**config.mk**
```make
export PLATFORM = sky130hd
export DESIGN_NAME = inst_fetch_unit
export DESIGN_NICKNAME = d
export VERILOG_FILES = /design/src/rtl/fetch_pkg.sv /design/src/rtl/inst_fetch_unit.sv
export SDC_FILE = /design/constraint.sdc
export NUM_CORES = 1
export LEC_CHECK = 0
export ABC_AREA = 1
export BUFFER_PORTS_ARGS = -buffer_cell sky130_fd_sc_hd__buf_2
export CORE_UTILIZATION = 54
export CTS_CLUSTER_DIAMETER = 50
export DETAILED_ROUTE_END_ITERATION = 8
export PLACE_DENSITY = 0.86
export REMOVE_ABC_BUFFERS = 1
export SKIP_CTS_REPAIR_TIMING = 1
export SYNTH_ARGS = -nofsm -noshare
export SYNTH_HDL_FRONTEND = slang
export SYNTH_SLANG_ARGS = --single-unit
```
**constraint.sdc**
```tcl
create_clock -name clk -period 2.8 [get_ports clk]
set_input_delay 0 -clock clk [delete_from_list [all_inputs] [get_ports clk]]
set_output_delay 0 -clock clk [all_outputs]
set_load 0.01 [all_outputs]
```
**src/rtl/fetch_pkg.sv**
```systemverilog
// fetch_pkg: shared state encoding, default widths and the NOP word for the fetch unit
package fetch_pkg;
  typedef enum logic [1:0] {BOOT, FETCH, HALTED, FAULT} fetch_state_e;
  localparam int DEF_ADDR_W = 16;
  localparam int DEF_DATA_W = 16;
  localparam logic [DEF_DATA_W-1:0] NOP = 16'h0000;
endpackage

```
**src/rtl/inst_fetch_unit.sv**
```systemverilog
// inst_fetch_unit: PC owner driving memread/address, one-entry IR handed to decode via valid/ready
// Ports: clk/rst_n; memread, address (=pc), readdata; redirect_valid/redirect_pc, halt;
//        ir_valid/ir_ready/ir_data/ir_pc toward decode; fault is a sticky out-of-range flag.
module inst_fetch_unit
  import fetch_pkg::*;
#(
  parameter int ADDR_W = DEF_ADDR_W,
  parameter int DATA_W = DEF_DATA_W,
  parameter int MEM_DEPTH = 256,
  parameter logic [ADDR_W-1:0] RESET_PC = '0
) (
  input  logic              clk,
  input  logic              rst_n,
  output logic              memread,
  output logic [ADDR_W-1:0] address,
  input  logic [DATA_W-1:0] readdata,
  input  logic              redirect_valid,
  input  logic [ADDR_W-1:0] redirect_pc,
  input  logic              halt,
  output logic              ir_valid,
  input  logic              ir_ready,
  output logic [DATA_W-1:0] ir_data,
  output logic [ADDR_W-1:0] ir_pc,
  output logic              fault
);
  fetch_state_e state_q, state_d;
  logic [ADDR_W-1:0] pc_q, pc_d, ir_pc_q, ir_pc_d;
  logic [DATA_W-1:0] ir_data_q, ir_data_d;
  logic ir_valid_q, ir_valid_d, fault_q, fault_d;
  logic in_range, xfer;
  // extra bit so MEM_DEPTH == 2^ADDR_W still compares correctly
  assign in_range = {1'b0, pc_q} < (ADDR_W+1)'(MEM_DEPTH);
  assign xfer = ir_valid_q & ir_ready;
  assign memread = (state_q == FETCH) & in_range;
  assign address = pc_q;
  assign ir_valid = ir_valid_q;
  assign ir_data = ir_data_q;
  assign ir_pc = ir_pc_q;
  assign fault = fault_q;
  always_comb begin
    state_d = state_q;
    pc_d = pc_q;
    ir_valid_d = ir_valid_q & ~xfer;
    ir_data_d = ir_data_q;
    ir_pc_d = ir_pc_q;
    fault_d = fault_q;
    if (state_q == FAULT) begin
      state_d = FAULT;
    end else if (redirect_valid) begin
      pc_d = redirect_pc;
      ir_valid_d = 1'b0;
      state_d = halt ? HALTED : FETCH;
    end else if (halt) begin
      state_d = HALTED;
    end else if (state_q == FETCH) begin
      if (!in_range) begin
        state_d = FAULT;
        fault_d = 1'b1;
      end else if (!ir_valid_q || xfer) begin
        ir_data_d = readdata;
        ir_pc_d = pc_q;
        ir_valid_d = 1'b1;
        pc_d = pc_q + ADDR_W'(1);
      end
    end else begin
      state_d = FETCH;
    end
  end
  always_ff @(posedge clk or negedge rst_n) begin
    if (!rst_n) begin
      state_q <= BOOT;
      pc_q <= RESET_PC;
      ir_valid_q <= 1'b0;
      ir_data_q <= '0;
      ir_pc_q <= '0;
      fault_q <= 1'b0;
    end else begin
      state_q <= state_d;
      pc_q <= pc_d;
      ir_valid_q <= ir_valid_d;
      ir_data_q <= ir_data_d;
      ir_pc_q <= ir_pc_d;
      fault_q <= fault_d;
    end
  end
endmodule
```
## Yosys cells after proc, flatten, opt, wreduce, memory -nomap -nowiden

Index checks and enable logic that the tools add are counted.

| cells by class | value |
|---|---|
| add/sub/neg operators | 1 |
| $lt $le $gt $ge | 1 |
| equality and inequality tests | 4 |
| mux-type cells | 17 |
| bitwise gates (word level) | 8 |
| reduce and logical (&&, ||, !) cells | 8 |

Operators with widths:

| cell | number |
|---|---|
| $mux W16 | 5 |
| $add A16 B1 Y16 const B | 1 |
| $lt A16 B9 Y1 const B | 1 |
| $mux W2 | 6 |
| $reduce_and A5 Y1 | 2 |
| $mux W1 | 6 |
| $reduce_and A6 Y1 | 1 |
| $reduce_bool A2 Y1 | 3 |
| $ne A5 B4 Y1 const B | 1 |
| $not A1 Y1 | 5 |
| $and A1 B1 Y1 | 3 |
| $eq A2 B1 Y1 const B | 1 |
| $eq A2 B2 Y1 const B | 1 |
| $ne A2 B2 Y1 const B | 1 |
| $logic_not A1 Y1 | 1 |
| $logic_or A1 B1 Y1 | 1 |

| word-level totals | value |
|---|---|
| bits in registers | 52 |
| input bits | 37 |
| output and inout bits | 51 |
| logic and storage cells | 45 |

## Longest topological paths before layout

Gate-level depths: netlist (run 1).

| logic depth | value |
|---|---|
| depth in word-level cells | 9 |
| mapped depth | 9 |
| depth with buffers taken out | 9 |

## Least setup slack after synthesis (run 1)

OpenSTA, ideal clock, no wires.

| timing path | value |
|---|---|
| path type | register to register |
| start | register pc_q[1] (netlist: address[1]) |
| end | register pc_q[14] (netlist: address[14]) |
| arrival time | 1.327 ns |
| required time | 2.683 ns |
| path slack | 1.356 ns |
| cell stages (with the launch flop) | 9 |
| path buffers | 0 |
| period minus slack after synthesis | 1.444 ns |
| cell sequence | dfrtp_1 > ha_1 > nand2_1 > nor3_1 > nand2_1 > nand2_1 > nand3_1 > nand2_1 > nand2_1 |

| on the way | value |
|---|---|
| word-level cells in the longest chain between the ends | 6 |
| elaborated cells between the ends (all ways) | 9 |

RTL lines:

| item | RTL line | RTL |
|---|---|---|
| from (decl) | inst_fetch_unit.sv:27 | `logic [ADDR_W-1:0] pc_q, pc_d, ir_pc_q, ir_pc_d;` |
| from (signal assigned) | inst_fetch_unit.sv:79 | `pc_q <= pc_d;` |
| $add A16 B1 Y16 | inst_fetch_unit.sv:63 | `pc_d = pc_q + ADDR_W'(1);` |
| $mux W16 | inst_fetch_unit.sv:59 | `end else if (!ir_valid_q \|\| xfer) begin` |
| $mux W16 | inst_fetch_unit.sv:56 | `if (!in_range) begin` |
| $mux W16 | inst_fetch_unit.sv:55 | `end else if (state_q == FETCH) begin` |
| $mux W16 | inst_fetch_unit.sv:53 | `end else if (halt) begin` |
| $mux W16 | inst_fetch_unit.sv:49 | `end else if (redirect_valid) begin` |

Parallel ways exist; a longest one is shown, timed or not. The select of a mux whose other input is x is not followed.
A chain may end at the register's enable or synchronous reset.

## Worst setup path after layout (run 1)

| timing path | value |
|---|---|
| start | register pc_q[12] (netlist: address[12]) |
| end | register pc_q[8] (netlist: address[8]) |

| on the way | value |
|---|---|
| word-level cells in the longest chain between the ends | 3 |

RTL lines:

| item | RTL line | RTL |
|---|---|---|
| $lt A16 B9 Y1 | inst_fetch_unit.sv:32 | `assign in_range = {1'b0, pc_q} < (ADDR_W+1)'(MEM_DEPTH);` |
| $reduce_bool A2 Y1 (no line) | - |  |
| $reduce_and A5 Y1 (no line) | - |  |

No other way between the ends.

==> results.toml, run 1 <==
[status]
outcome = "finished with violations"
violations = "negative hold slack"

[synth]
yosysSeqAreaShare_pct = 50.8
synth.area.top_cells = "dfrtp_1 51%, nand2_1 19%, nand3_1 5.9%, inv_1 5.0%, nor2_1 4.1%"
yosys.area.top_type = "dfrtp_1"
syn_inst = 336
syn_area_per_cell_um2 = 7.62
synth_top_area_share_pct = 50.8
yosys_warnings = 0
syn_area_um2 = 2560
synth-seq-cells = 52
yosysUniqueCellTypes = 25

[floorplanning]
ios = 88
coreArea_um2 = 4440
die_h_um = 70.9
die_width_um = 70.9
rows = 24
fp.dieArea_um2 = 5020
start_util_pct = 57.6

[sta]
tightest_slew_ps = 1150
slew_violations = 0
worst_slack_ps = 1070
finalCriticalPeriod_ps = 1730
holdWs_ps = -97.2
hold_violations = 56
fmax_mhz = 579
skew_ps = 12.1
timing.final.crit_share_pct = 61.7
rsz0062_at_grt = "false"
slew_headroom_pct = 23.1
setup_viol = 0
setup_tns_ps = 0

[place]
dp_slack_ps = 1150
place_area_um2 = 3000
dp_hpwl_um = 4290
routabilityCongestion = 0.935
port_buffers = 87

[critical_path]
reg2reg_to = "address[8]$_DFFE_PN0P_"
reg2reg_slack_ps = 1070
rr_worst_depth = 7
start_kind = "flip-flop"
critPathArrivalTime_ps = 1960
critPathMaxFanout = 22
critPathCaptureType = "flip-flop"
crit_slowest_cell = "dfrtp_1"
rr_startpoint = "address[12]$_DFFE_PN0P_"
cp_cell_sequence = "nor2_1, nand2_1, nor2_4, nand3_4, nand2_2, nand3_1, o21ai_0"
crit_start = "address[12]$_DFFE_PN0P_"
max_stage_delay_ps = 470
crit_type = "flip-flop to flip-flop"
required_ps = 3040
crit_end = "address[8]$_DFFE_PN0P_"

[grt]
first_global_vias = 2280
antenna_found_initial = 0
grt_usage_pct = 24.8
grt_overflow = 0
grt_pass1_wl_um = 9820
grt_max_degree = 53

[power]
ir_drop_uv = 437
powerDensity_nw_per_um2 = 391
p_leak_nw = 1.89

[worst_hold_path]
hp-class = "primary input to asynchronous set/reset pin"

[layout]
antenna_cells = 0
nFillCells = 356
fin_util_pct = 73.3
final_nets = 475
multi_input_area_um2 = 1060
drive_gt1_share_pct = 24.4
final_common_cell = "nand2_1"
final_cell_mix = "130 x nand2_1, 87 x buf_2, 52 x dfrtp_1, 34 x inv_1, 30 x nand3_1"
syn_to_final_growth_pct = 27.3
regArea_um2 = 1300
stdcell_area_um2 = 3260

[detailed_routing]
drc_errors = 0
routed_wl_um = 6690
wire_per_inst_um = 13.7
route.vias.total = 2588
drt_iter0_markers = 265
vias_per_cell = 5.28
final_antenna_net_count = 0
dr.pass1.iters = 7

[clocking]
numCtsBuffers = 5
clock_sinks = 52
htree_num_levels = 2
root_buffer = "clkbuf_8"
clockBufferDepth = 2
clk_latency_ps = 310
cts_tree = "yes"
path_clk_slew_ps = 100

[flow_run]
maxCapViolations = 0
==> synthesized netlist by cell type <==
cell,n
a21o_1,1
a21oi_1,6
a22oi_1,1
and3_1,1
buf_2,4
buf_4,2
buf_6,2
clkbuf_1,3
dfrtp_1,52
ha_1,1
inv_1,34
inv_2,2
nand2_1,130
nand2_2,1
nand3_1,30
nand3_2,1
nand3_4,1
nand4_1,5
nor2_1,28
nor2_4,1
nor3_1,2
nor4_4,1
o21ai_0,13
o21ai_1,9
or2_2,5
==> worst max-delay path: cells and delay by family, from the launching register on <==
kind,cells,cell delay [ps]
DFF,1,470
and+or+nand+nor,6,1090
AOI/OAI and AO/OA,1,100
==> kinds of logic (layout without fill, tap and decap cells) <==
family,Yosys count,in the layout,synth area share (%)
AND/OR/NAND/NOR,206,206,34.7
flip-flops,52,52,50.8
buffers and inverters,47,149,7.96
AO/OA/AOI/OAI,30,30,6.06
adder cells (fa/ha/maj),1,1,0.488
==> how the worst min path moves through the flow <==
stage / to / slack (ps) / cells past startpoint
after CTS: ir_data[7]$_DFFE_PN0P_ / -120 / 3
final: ir_pc[7]$_DFFE_PN0P_ / -100 / 1
after detailed placement: ir_data[4]$_DFFE_PN0P_ / 200 / 3
after global placement: ir_data[8]$_DFFE_PN0P_ / 190 / 3
after global routing: address[12]$_DFFE_PN0P_ / 4 / 4
after floorplan: address[0]$_DFFE_PN0P_ / -300 / 0
==> report_power, final <==
part / switching, mW / internal [mW] / total (mW) / leakage (nW)
clock: 0.264 / 0.179 / 0.443 / 0.0414
sequential: 0 / 0.750 / 0.750 / 0.633
combinational: 0.0414 / 0.0412 / 0.0825 / 1.22
total: 0.306 / 0.970 / 1.28 / 1.89
==> flip-flops by register name (all words and copies together) (netlist names) <==
signal and cells:
ir_valid 1, fault 1, ir_pc 16, ir_data 16, address 16, state_q 2
==> cell type report <==
type / instances / area share [%]
Timing Repair Buffer: 105 / 18.8
Multi-Input combinational cell: 237 / 32.4
Inverter: 36 / 4.15
Tap cell: 52 / 2.00
Clock inverter: 2 / 0.499
Sequential cell: 52 / 39.9
Clock buffer: 6 / 2.23
==> routing by layer <==
layer	global-route usage, %	routed length, µm
met1	33.2	2860
met2	40.6	3250
met3	3.28	396
met4	11.3	180
met5	0	0
==> stage by stage <==
stage / std cells / power [mW]
global route: 490 / 1.31
finish: 490 / 1.28
CTS: 473 / 1.25
detailed placement: 465 / 0.829
floorplan: 325 / 0.783
global placement: 465 / 0.829
(Power assumes the default switching activity.)
==> run 2, diff against run 1 <==
--- a/config.mk
+++ b/config.mk
@@ -7,10 +7,10 @@
 export LEC_CHECK = 0
 export ABC_AREA = 1
 export BUFFER_PORTS_ARGS = -buffer_cell sky130_fd_sc_hd__buf_2
-export CORE_UTILIZATION = 54
+export CORE_UTILIZATION = 45
 export CTS_CLUSTER_DIAMETER = 50
 export DETAILED_ROUTE_END_ITERATION = 8
-export PLACE_DENSITY = 0.86
+export PLACE_DENSITY = 0.77
 export REMOVE_ABC_BUFFERS = 1
 export SKIP_CTS_REPAIR_TIMING = 1
 export SYNTH_ARGS = -nofsm -noshare
==> constraint.sdc (replaced) <==
create_clock -name clk -period 1.54 [get_ports clk]
set_input_delay 0 -clock clk [delete_from_list [all_inputs] [get_ports clk]]
set_output_delay 0 -clock clk [all_outputs]
set_load 0.01 [all_outputs]
==> run 2 against run 1 <==
Compared with the run above: worst setup slack worse by 1000 ps; worst hold slack better by 89 ps; global-route usage is 2.5 points lower; the run still ends with negative hold slack left.
==> results.toml, run 2 (synthesized netlist as in run 1, its figures left out) <==
[status]
outcome = "finished with violations"
violations = "negative hold slack"

[layout]
nFillCells = 488
syn_to_final_growth_pct = 39.2
final_nets = 500
final_cell_mix = "130 x nand2_1, 87 x buf_2, 51 x dfrtp_1, 33 x inv_1, 30 x nand3_1"
final_common_cell = "nand2_1"
drive_gt1_share_pct = 29.6
stdcell_area_um2 = 3570
antenna_cells = 0

[grt]
grt_pass1_wl_um = 10400
use_met3_pct = 3.41
antenna_found_initial = 0
top_usage_layer = "met2"
grt_max_degree = 34
met1_usage_pct = 29.8
use_met2_pct = 37.1
grt_usage_pct = 22.3
grt_overflow = 0
first_global_vias = 2254

[worst_hold_path]
hp-start = "redirect_pc[7]"
worstHoldPathCells = 5
hp-class = "primary input to flip-flop"
hold_path_end = "address[7]$_DFFE_PN0P_"

[floorplanning]
ios = 88
die_width_um = 77.4
coreArea_um2 = 5510
die_h_um = 77.4
fp.dieArea_um2 = 6000
start_util_pct = 46.5
rows = 27

[detailed_routing]
drc_errors = 0
routed_wl_um = 6600
final_antenna_net_count = 0
vias_per_cell = 4.86
drt_iter0_markers = 150
route.vias.total = 2600
dr.pass1.iters = 4
wire_per_inst_um = 12.3

[power]
ir_drop_uv = 426
power_frac_clock_pct = 38.2
powerDensity_nw_per_um2 = 693
netSwitchingFraction_pct = 21.4
combinationalPowerShare_pct = 6.6
power_switching_mw = 0.530
p_total_mw = 2.47
power.internal_mw = 1.94
seq_power_share_pct = 55.2
p_leak_nw = 2.04

[place]
dp_slack_ps = 31.6
routabilityCongestion = 0.892
place_area_um2 = 3220
dp_hpwl_um = 4620
port_buffers = 87

[clocking]
cts_tree = "yes"
path_clk_slew_ps = 100
numCtsBuffers = 5
htree_num_levels = 2
clock_sinks = 52
root_buffer = "clkbuf_8"
clk_latency_ps = 310
clockBufferDepth = 2

[sta]
setup_viol = 0
skew_ps = 8.71
fmax_mhz = 679
holdWs_ps = -8.64
setup_tns_ps = 0
timing.final.crit_share_pct = 95.6
slew_headroom_pct = 66.5
slew_violations = 0
finalCriticalPeriod_ps = 1470
rsz0062_at_grt = "true"
tightest_slew_ps = 502
hold_violations = 2
worst_slack_ps = 67.8

[critical_path]
crit_family = "simple AND/OR/NAND/NOR gates"
critPathArrivalTime_ps = 1470
path_buf_inv = 2
required_ps = 1540
crit_type = "flip-flop to output pin"
critPathMaxFanout = 5
rr_worst_depth = 8
reg2reg_to = "address[8]$_DFFE_PN0P_"
max_stage_delay_ps = 410
cp_cell_sequence = "nor2_1, nand2_1, nor2_4, inv_2, nor3_2, buf_2"
rr_startpoint = "address[10]$_DFFE_PN0P_"
crit_slowest_cell = "dfrtp_1"
critPathCaptureType = "output pin"
reg2reg_slack_ps = 90
start_kind = "flip-flop"

[flow_run]
maxCapViolations = 0
run 2: how the worst max path moves through the flow:
stage | end | start | slack, ps | cells past startpoint
detailed placement | ir_data[4]$_DFFE_PN0P_ | address[8]$_DFFE_PN0P_ | 30 | 7
CTS | ir_data[0]$_DFFE_PN0P_ | address[8]$_DFFE_PN0P_ | -10 | 7
global route | memread | address[10]$_DFFE_PN0P_ | -30 | 6
floorplan | ir_data[0]$_DFFE_PN0P_ | address[8]$_DFFE_PN0P_ | -250 | 7
finish | memread | address[10]$_DFFE_PN0P_ | 70 | 6
global placement | ir_data[8]$_DFFE_PN0P_ | address[12]$_DFFE_PN0P_ | 120 | 7
run 2: through the flow:
step	std cells	hold slack, ps	utilization (%)
after global routing	535	14.6	64.8
after detailed placement	507	-11.7	58.4
after CTS	515	-349	60.4
after floorplan	325	-296	-
final	535	-8.64	64.8
after global placement	507	-18.1	58.4
run 2: power by group through the flow:
stage | Combinational [mW] | Sequential [mW] | Clock (mW)
6_report | 0.164 | 1.36 | 0.942
3_3_place_gp | 0.128 | 1.39 | 0
2_1_floorplan | 0.0317 | 1.39 | 0
4_1_cts | 0.129 | 1.36 | 0.960
3_5_place_dp | 0.129 | 1.39 | 0
5_1_grt | 0.183 | 1.36 | 1.01
run 2: final cells by class:
cell class / count / area [µm²] / area share (%)
well taps: 72 / 90.1 / 2.53
repair buffers: 130 / 840 / 23.5
clock inverters: 2 / 38.8 / 1.09
flip-flops and latches: 52 / 1300 / 36.5
multi-input cells: 237 / 1080 / 30.4
inverters: 36 / 140 / 3.93
clock buffers: 6 / 72.6 / 2.04
run 2: worst min-delay path: cells and delay by family:
kind / cells / cell delay [ps]
buffers and inverters: 1 / 80
and+or+nand+nor: 4 / 190
run 2: layer usage:
metal | wire length, µm | share of wire (%)
met4 | 100 | 1.5
met2 | 3210 | 49
met5 | 0 | 0
met3 | 375 | 5.7
met1 | 2910 | 44
